**src/rtl/rr_arb_mux_pkg.sv**
```systemverilog
// -----------------------------------------------------------------------------
// arb_pkg
// Shared types and limits for the round-robin arbitrating multiplexer.
//   arb_mode_e  : arbitration policy selector (round-robin / fixed priority)
//   ARB_N_MIN/MAX : legal range for the channel-count parameter N
//   src_width() : source-index width, never narrower than one bit
// -----------------------------------------------------------------------------
package arb_pkg;

    typedef enum logic {
        ARB_RR    = 1'b0,
        ARB_FIXED = 1'b1
    } arb_mode_e;

    localparam int ARB_N_MIN = 2;
    localparam int ARB_N_MAX = 32;

    // Index width for n channels; a single channel would still need one bit.
    function automatic int src_width(input int n);
        return (n > 1) ? $clog2(n) : 1;
    endfunction

endpackage

```
**src/rtl/rr_arb_mux_if.sv**
```systemverilog
// -----------------------------------------------------------------------------
// rr_arb_mux_if
// Bundles the N-channel input side and the single registered output side.
//   prio_mode        : 0 = round-robin, 1 = fixed priority (lowest index)
//   in_valid/in_data : per-channel requests and data words
//   in_ready         : per-channel accept, one-hot or zero
//   out_valid/out_data/out_src : registered selected word and its channel
//   out_ready        : downstream accept
// modport slave  : the arbiter (rr_arb_mux)
// modport master : whoever drives the channels and sinks the output
// -----------------------------------------------------------------------------
interface rr_arb_mux_if #(
    parameter int WIDTH = 32,
    parameter int N     = 16
);
    localparam int SRC_W = arb_pkg::src_width(N);

    logic                 prio_mode;
    logic [N-1:0]         in_valid;
    logic [WIDTH-1:0]     in_data [N];
    logic [N-1:0]         in_ready;
    logic                 out_valid;
    logic [WIDTH-1:0]     out_data;
    logic [SRC_W-1:0]     out_src;
    logic                 out_ready;

    modport slave (
        input  prio_mode, in_valid, in_data, out_ready,
        output in_ready, out_valid, out_data, out_src
    );

    modport master (
        output prio_mode, in_valid, in_data, out_ready,
        input  in_ready, out_valid, out_data, out_src
    );
endinterface

```
**src/rtl/rr_arb_mux_arbiter.sv**
```systemverilog
// -----------------------------------------------------------------------------
// rr_arbiter
// Purely combinational grant selection.
//   req   : per-channel requests
//   ptr   : round-robin start index (ignored in fixed mode)
//   mode  : ARB_RR scans ptr..N-1,0..ptr-1; ARB_FIXED scans 0..N-1
//   grant : one-hot grant (zero when no request)
//   idx   : encoded index of the granted channel (zero when no request)
// -----------------------------------------------------------------------------
module rr_arbiter
    import arb_pkg::*;
#(
    parameter int N = 16
) (
    input  logic [N-1:0]                req,
    input  logic [src_width(N)-1:0]     ptr,
    input  arb_mode_e                   mode,
    output logic [N-1:0]                grant,
    output logic [src_width(N)-1:0]     idx
);
    localparam int SRC_W = src_width(N);

    logic [SRC_W:0]   sum_s;
    logic [SRC_W-1:0] pos_s;
    logic             found_s;

    // Walk the channels in scan order and take the first request seen.
    always_comb begin
        grant   = '0;
        idx     = '0;
        found_s = 1'b0;
        sum_s   = '0;
        pos_s   = '0;
        for (int k = 0; k < N; k++) begin
            // One extra bit on the sum so ptr+k cannot overflow before the wrap.
            if (mode == ARB_FIXED) begin
                sum_s = (SRC_W+1)'(k);
            end else begin
                sum_s = {1'b0, ptr} + (SRC_W+1)'(k);
            end
            if (sum_s >= (SRC_W+1)'(N)) begin
                sum_s = sum_s - (SRC_W+1)'(N);
            end else begin
                sum_s = sum_s;
            end
            pos_s = sum_s[SRC_W-1:0];
            if (!found_s && req[pos_s]) begin
                found_s      = 1'b1;
                grant[pos_s] = 1'b1;
                idx          = pos_s;
            end else begin
                found_s = found_s;
            end
        end
    end
endmodule

```
**src/rtl/rr_arb_mux.sv**
```systemverilog
// -----------------------------------------------------------------------------
// rr_arb_mux
// N-input arbitrating multiplexer with a single registered output stage.
//   clk   : clock, rising edge
//   rst_n : asynchronous active-low reset
//   bus   : rr_arb_mux_if.slave (channel inputs, in_ready, registered output)
// A channel is accepted whenever the output register is empty or being
// drained this cycle, so back-to-back transfers run at one word per cycle.
// -----------------------------------------------------------------------------
module rr_arb_mux
    import arb_pkg::*;
#(
    parameter int WIDTH = 32,
    parameter int N     = 16
) (
    input  logic           clk,
    input  logic           rst_n,
    rr_arb_mux_if.slave    bus
);
    localparam int SRC_W = src_width(N);

    generate
        if (N < ARB_N_MIN || N > ARB_N_MAX) begin : g_bad_n
            $error("rr_arb_mux: N=%0d outside %0d..%0d", N, ARB_N_MIN, ARB_N_MAX);
        end
        if (WIDTH < 1) begin : g_bad_width
            $error("rr_arb_mux: WIDTH=%0d must be at least 1", WIDTH);
        end
    endgenerate

    arb_mode_e           mode_s;
    logic [N-1:0]        grant_s;
    logic [SRC_W-1:0]    idx_s;
    logic                can_load_s;
    logic [N-1:0]        in_ready_s;
    logic                load_s;

    logic [SRC_W-1:0]    ptr_r;
    logic                out_valid_r;
    logic [WIDTH-1:0]    out_data_r;
    logic [SRC_W-1:0]    out_src_r;

    assign mode_s = arb_mode_e'(bus.prio_mode);

    rr_arbiter #(.N(N)) u_arbiter (
        .req   (bus.in_valid),
        .ptr   (ptr_r),
        .mode  (mode_s),
        .grant (grant_s),
        .idx   (idx_s)
    );

    // Accept gating: the grant only reaches in_ready when the output slot frees up.
    always_comb begin
        can_load_s = !out_valid_r || bus.out_ready;
        in_ready_s = '0;
        // rst_n gate keeps in_ready quiet while reset is held.
        if (can_load_s && rst_n) begin
            in_ready_s = grant_s;
        end else begin
            in_ready_s = '0;
        end
        load_s = |in_ready_s;
    end

    // Output register and round-robin pointer.
    always_ff @(posedge clk or negedge rst_n) begin
        if (!rst_n) begin
            ptr_r       <= '0;
            out_valid_r <= 1'b0;
            out_data_r  <= '0;
            out_src_r   <= '0;
        end else if (load_s) begin
            out_valid_r <= 1'b1;
            out_data_r  <= bus.in_data[idx_s];
            out_src_r   <= idx_s;
            if (mode_s == ARB_RR) begin
                ptr_r <= (idx_s == SRC_W'(N-1)) ? '0 : idx_s + SRC_W'(1);
            end else begin
                ptr_r <= ptr_r;
            end
        end else if (bus.out_ready) begin
            out_valid_r <= 1'b0;
        end else begin
            out_valid_r <= out_valid_r;
        end
    end

    assign bus.in_ready  = in_ready_s;
    assign bus.out_valid = out_valid_r;
    assign bus.out_data  = out_data_r;
    assign bus.out_src   = out_src_r;
endmodule

```
**src/flat_wrapper.sv**
```systemverilog
// flat-port wrapper written by rule: the top's interface ports become plain ports
module rr_arb_mux_flat import arb_pkg::*;
#(
    parameter int WIDTH = 32,
    parameter int N     = 16
)
  (clk, rst_n, bus_prio_mode, bus_in_valid, bus_in_data, bus_out_ready, bus_in_ready, bus_out_valid, bus_out_data, bus_out_src);
  rr_arb_mux_if #(.WIDTH(WIDTH), .N(N)) bus_i ();
  input  logic clk;
  input  logic rst_n;
  input wire logic [$bits(bus_i.prio_mode)-1:0] bus_prio_mode;
  input wire logic [$bits(bus_i.in_valid)-1:0] bus_in_valid;
  input wire logic [$bits(bus_i.in_data)-1:0] bus_in_data;
  input wire logic [$bits(bus_i.out_ready)-1:0] bus_out_ready;
  output wire logic [$bits(bus_i.in_ready)-1:0] bus_in_ready;
  output wire logic [$bits(bus_i.out_valid)-1:0] bus_out_valid;
  output wire logic [$bits(bus_i.out_data)-1:0] bus_out_data;
  output wire logic [$bits(bus_i.out_src)-1:0] bus_out_src;
  assign bus_i.prio_mode = bus_prio_mode;
  assign bus_i.in_valid = bus_in_valid;
  assign bus_i.in_data = {>>{bus_in_data}};
  assign bus_i.out_ready = bus_out_ready;
  assign bus_in_ready = bus_i.in_ready;
  assign bus_out_valid = bus_i.out_valid;
  assign bus_out_data = bus_i.out_data;
  assign bus_out_src = bus_i.out_src;
  rr_arb_mux #(.WIDTH(WIDTH), .N(N)) u_core (.clk(clk), .rst_n(rst_n), .bus(bus_i));
endmodule
```
**config.mk**
```make
export PLATFORM = sky130hd
export DESIGN_NAME = rr_arb_mux_flat
export DESIGN_NICKNAME = d
export VERILOG_FILES = /design/src/rtl/rr_arb_mux_pkg.sv /design/src/rtl/rr_arb_mux_if.sv /design/src/rtl/rr_arb_mux_arbiter.sv /design/src/rtl/rr_arb_mux.sv /design/src/flat_wrapper.sv
export SDC_FILE = /design/constraint.sdc
export NUM_CORES = 1
export LEC_CHECK = 0
export CAP_MARGIN = 20
export CORE_AREA = 4 4 224 226
export DETAILED_ROUTE_END_ITERATION = 10
export DIE_AREA = 0 0 228 230
export PLACE_DENSITY = 0.5
export SLEW_MARGIN = 20
export SYNTH_ARGS = -nofsm -noshare
export SYNTH_HDL_FRONTEND = slang
export SYNTH_SLANG_ARGS = --single-unit
```
**constraint.sdc**
```tcl
create_clock -name clk -period 11.45 [get_ports clk]
set_input_delay 2.29 -clock clk [delete_from_list [all_inputs] [get_ports clk]]
set_output_delay 2.29 -clock clk [all_outputs]
set_load 0.01 [all_outputs]
```
==> results.md <==
* Status: finished, final reports clean
* Starting Density at 23.3%
* Fin Hold WS at 0.493 ns
* Worst IR drop on VDD at just under 0.0003 V
* Placed Cells at 2608
* RSZ-0062 raised after global routing: no
* Synth Flop Type: dfrtp_1
* Max-slew violations at 0
* Layout Skew at 0.00893 ns
* Post-synthesis mux area share at 23.4%
* CP Data Required Time at 9.16 ns
* Core Box Area at 48300 um^2
* FP Rows at 81
* PwrDens at ~390 nW/um^2
* Slowest cell on crit path: clkdlybuf4s50_1
* Ys Warns at 0
* Antenna viol nets, final at 0
* Slew @ Worst Pin at approximately 1.1 ns
* Initial antenna violation count at 15
* DIE WIDTH at 228 um
* Async set-reset flop share out of synthesis at 100%
* Critical R2R Capture: u_core.bus.out_data[29]$_DFFE_PN0P_
* Final worst setup slack at 0.741 ns
* Cell Area, Placed at 17700 um^2
* Resize count post-CTS at 0
* Crit share post-route at between 90 and 100%
* Syn Inst Count at 1502
* Worst Setup Start Kind: input port
* Largest family of logic cells by synthesized area: compound AO/OA/AOI/OAI gates
* Die Area at 52400 um^2
* Pleak at 6.48 nW
* Htree depth at 2
* WL/cell at 33.2 um
* Clk pin slew, worst setup/hold paths at 0.07 ns
* Reg2Reg Depth at 17
* First-pass GRT wire length at roughly 120000 um
* Cts bufs inserted at 5
* Synth cell count leaders: mux2i_1, nand2_1, a21oi_1, nor2_1, clkbuf_1
* Final wirelength at 86900 um
* Hold path depth at 1
* Mapped Area at 11300 um^2
* Final min period at between 10 and 15 ns
* Most frequent CP cell: clkdlybuf4s50_1
* Layout cell share with drive strength beyond 1 at 10.7%
* Critical Path Sink Type: output port
* Largest net degree at the start of global routing at 93
* Final non-filler cell total at 2621
* Pre-CTS setup slack at 0.987 ns
* Yosys top cell area share at 20.5%
* Fin area at 17900 um^2
* Layout area overhead at 58.7%
* Tot GR Track Use at 31.1%
* Synth Area in Adders at less than 1%
* DP HPWL at 71700 um
* Max-cap check violation count at 0
* Hold Crit Start: u_core.bus.out_src[3]$_DFFE_PN0P_
* Post-synthesis cell type count at 95
* DR pass1 iterations at 6
* Clock Path Buffers at 2
* Cell breakdown of the critical path: clkdlybuf4s50_1 -> inv_2 -> and2_1 -> mux2i_1 -> mux4_2 -> nor4_4 -> nand4_1 -> o31ai_1 -> a31oi_1 -> mux2_2 -> o221ai_1 -> clkdlybuf4s50_1
* Critical R2R Launch: u_core.ptr_r[1]$_DFFE_PN0P_
* Final setup viols at 0
* CTS Hold Bufs at 0
* Clock sinks at 41
* Number of global-route vias before repair at 15600
* R2r setup slk at 3.53 ns
* Xor-xnor portion of the synthesized cell area at less than 1%
* Root Driver: clkbuf_16
* Post-Synth Simple-Gate Area at 22.2%
* WP data arrival at 8.42 ns
* Rel. slew slack at 24.5%
* Synth top area cells: mux2i_1, dfrtp_1, nand2_1
* Initial DRC Count at 1741
* Top-count cell post-synth: mux2i_1
* Via count at approximately 16000
* Clk Latency, worst-skew pair at 0.32 ns
* Io pins at a little under 600
* Part of the Yosys area used for sequential elements at 9.12%
* Peak Freq at 93.4 MHz
* Setup Total Neg Slack at 0 ns
* Seq cells post-synth at 41
* Synth area leader: mux2i_1
* Hold WC Path Type: reg -> reg
* Gr ovfl total at 0
* Slowest stage delay, CP at slightly below 0.8 ns
* Die height at approximately 230 um
* Synth Area in Compound Gates at between 30% and 40%
* Syn avg cell area at roughly 7.5 um^2
* Design Power at between 6 and 7 mW
* Post-Syn Nets at 2042
* Detailed-route vias per instance at 5.98
* Worst-path fanout max at 24
* Setup Buffers After CTS at 0
* Placer Congestion at 1.05
* Nets@finish at 2533
* TritonCTS clock tree: built
* Fin. Hold Viols at 0
* IO Port Bufs at a little under 600
* DRC at 0
* Crit path kind: in -> out
* Hold Crit Endpoint: u_core.bus.out_src[3]$_DFFE_PN0P_
* Post-synth EDFFs at 0
* Final core occ at 36.9%
[cells in the final DEF (no fill, tap or decap), types with 32 or more instances in the layout]
| cell | n |
|---|---|
| nand2_1 | 162 |
| buf_4 | 51 |
| nor2_1 | 85 |
| a21oi_1 | 121 |
| a211o_1 | 68 |
| clkdlybuf4s50_1 | 583 |
| nor4_1 | 52 |
| a31o_2 | 66 |
| o21ai_0 | 32 |
| mux2i_1 | 230 |
| a32oi_1 | 35 |
| dfrtp_1 | 41 |
| nand3_1 | 39 |
[report_power, final]
| part | internal [mW] | switching (mW) | leakage [nW] |
|---|---|---|---|
| sequential | 0.246 | 0.0730 | 0.471 |
| clock | 0.104 | 0.0777 | 0.0811 |
| combinational | 2.41 | 4.03 | 5.93 |
| total | 2.76 | 4.18 | 6.48 |
[worst max-delay path: cells and delay by family]
kind                   cells  cell delay, ns
AOI/OAI and AO/OA          3            0.98
and+or+nand+nor            3            2.02
buffers and inverters      3            1.93
muxes                      3            1.16
[logic make-up after synthesis]
family | after synthesis
compound gates | 529
xor+xnor | 7
fa+ha+maj | 8
buf+inv | 168
flops | 41
mux | 253
simple gates | 496
[layer usage]
metal	track usage, %	share of wire [%]
met5	0	0.10
met1	41.1	42
met2	53.1	48
met3	5.23	7.5
met4	7.14	2.7
[final cells by class]
cell class              instances  area (um^2)
fillers                      5082        30500
multi-input cells            1293         9540
repair buffers                638         6280
flip-flops and latches         41         1030
well taps                     622          778
clock buffers                   6          129
inverters                      14         55.1
clock inverters                 2         38.8
diodes                          5         12.5
[sequential cells by signal, indices dropped and copies added (netlist names)]
name,count
u_core.bus.out_data,32
u_core.bus.out_src,4
u_core.bus.out_valid,1
u_core.ptr_r,4
[worst max path at each step]
stage / cells past startpoint / start / end
6_report: 12 / bus_prio_mode / bus_in_ready[0]
3_3_place_gp: 12 / bus_prio_mode / bus_in_ready[0]
2_1_floorplan: 15 / bus_prio_mode / bus_in_ready[11]
3_5_place_dp: 12 / bus_prio_mode / bus_in_ready[0]
5_1_grt: 12 / bus_prio_mode / bus_in_ready[0]
4_1_cts: 12 / bus_prio_mode / bus_in_ready[0]
No activity file was read; power rests on OpenSTA's default activity.
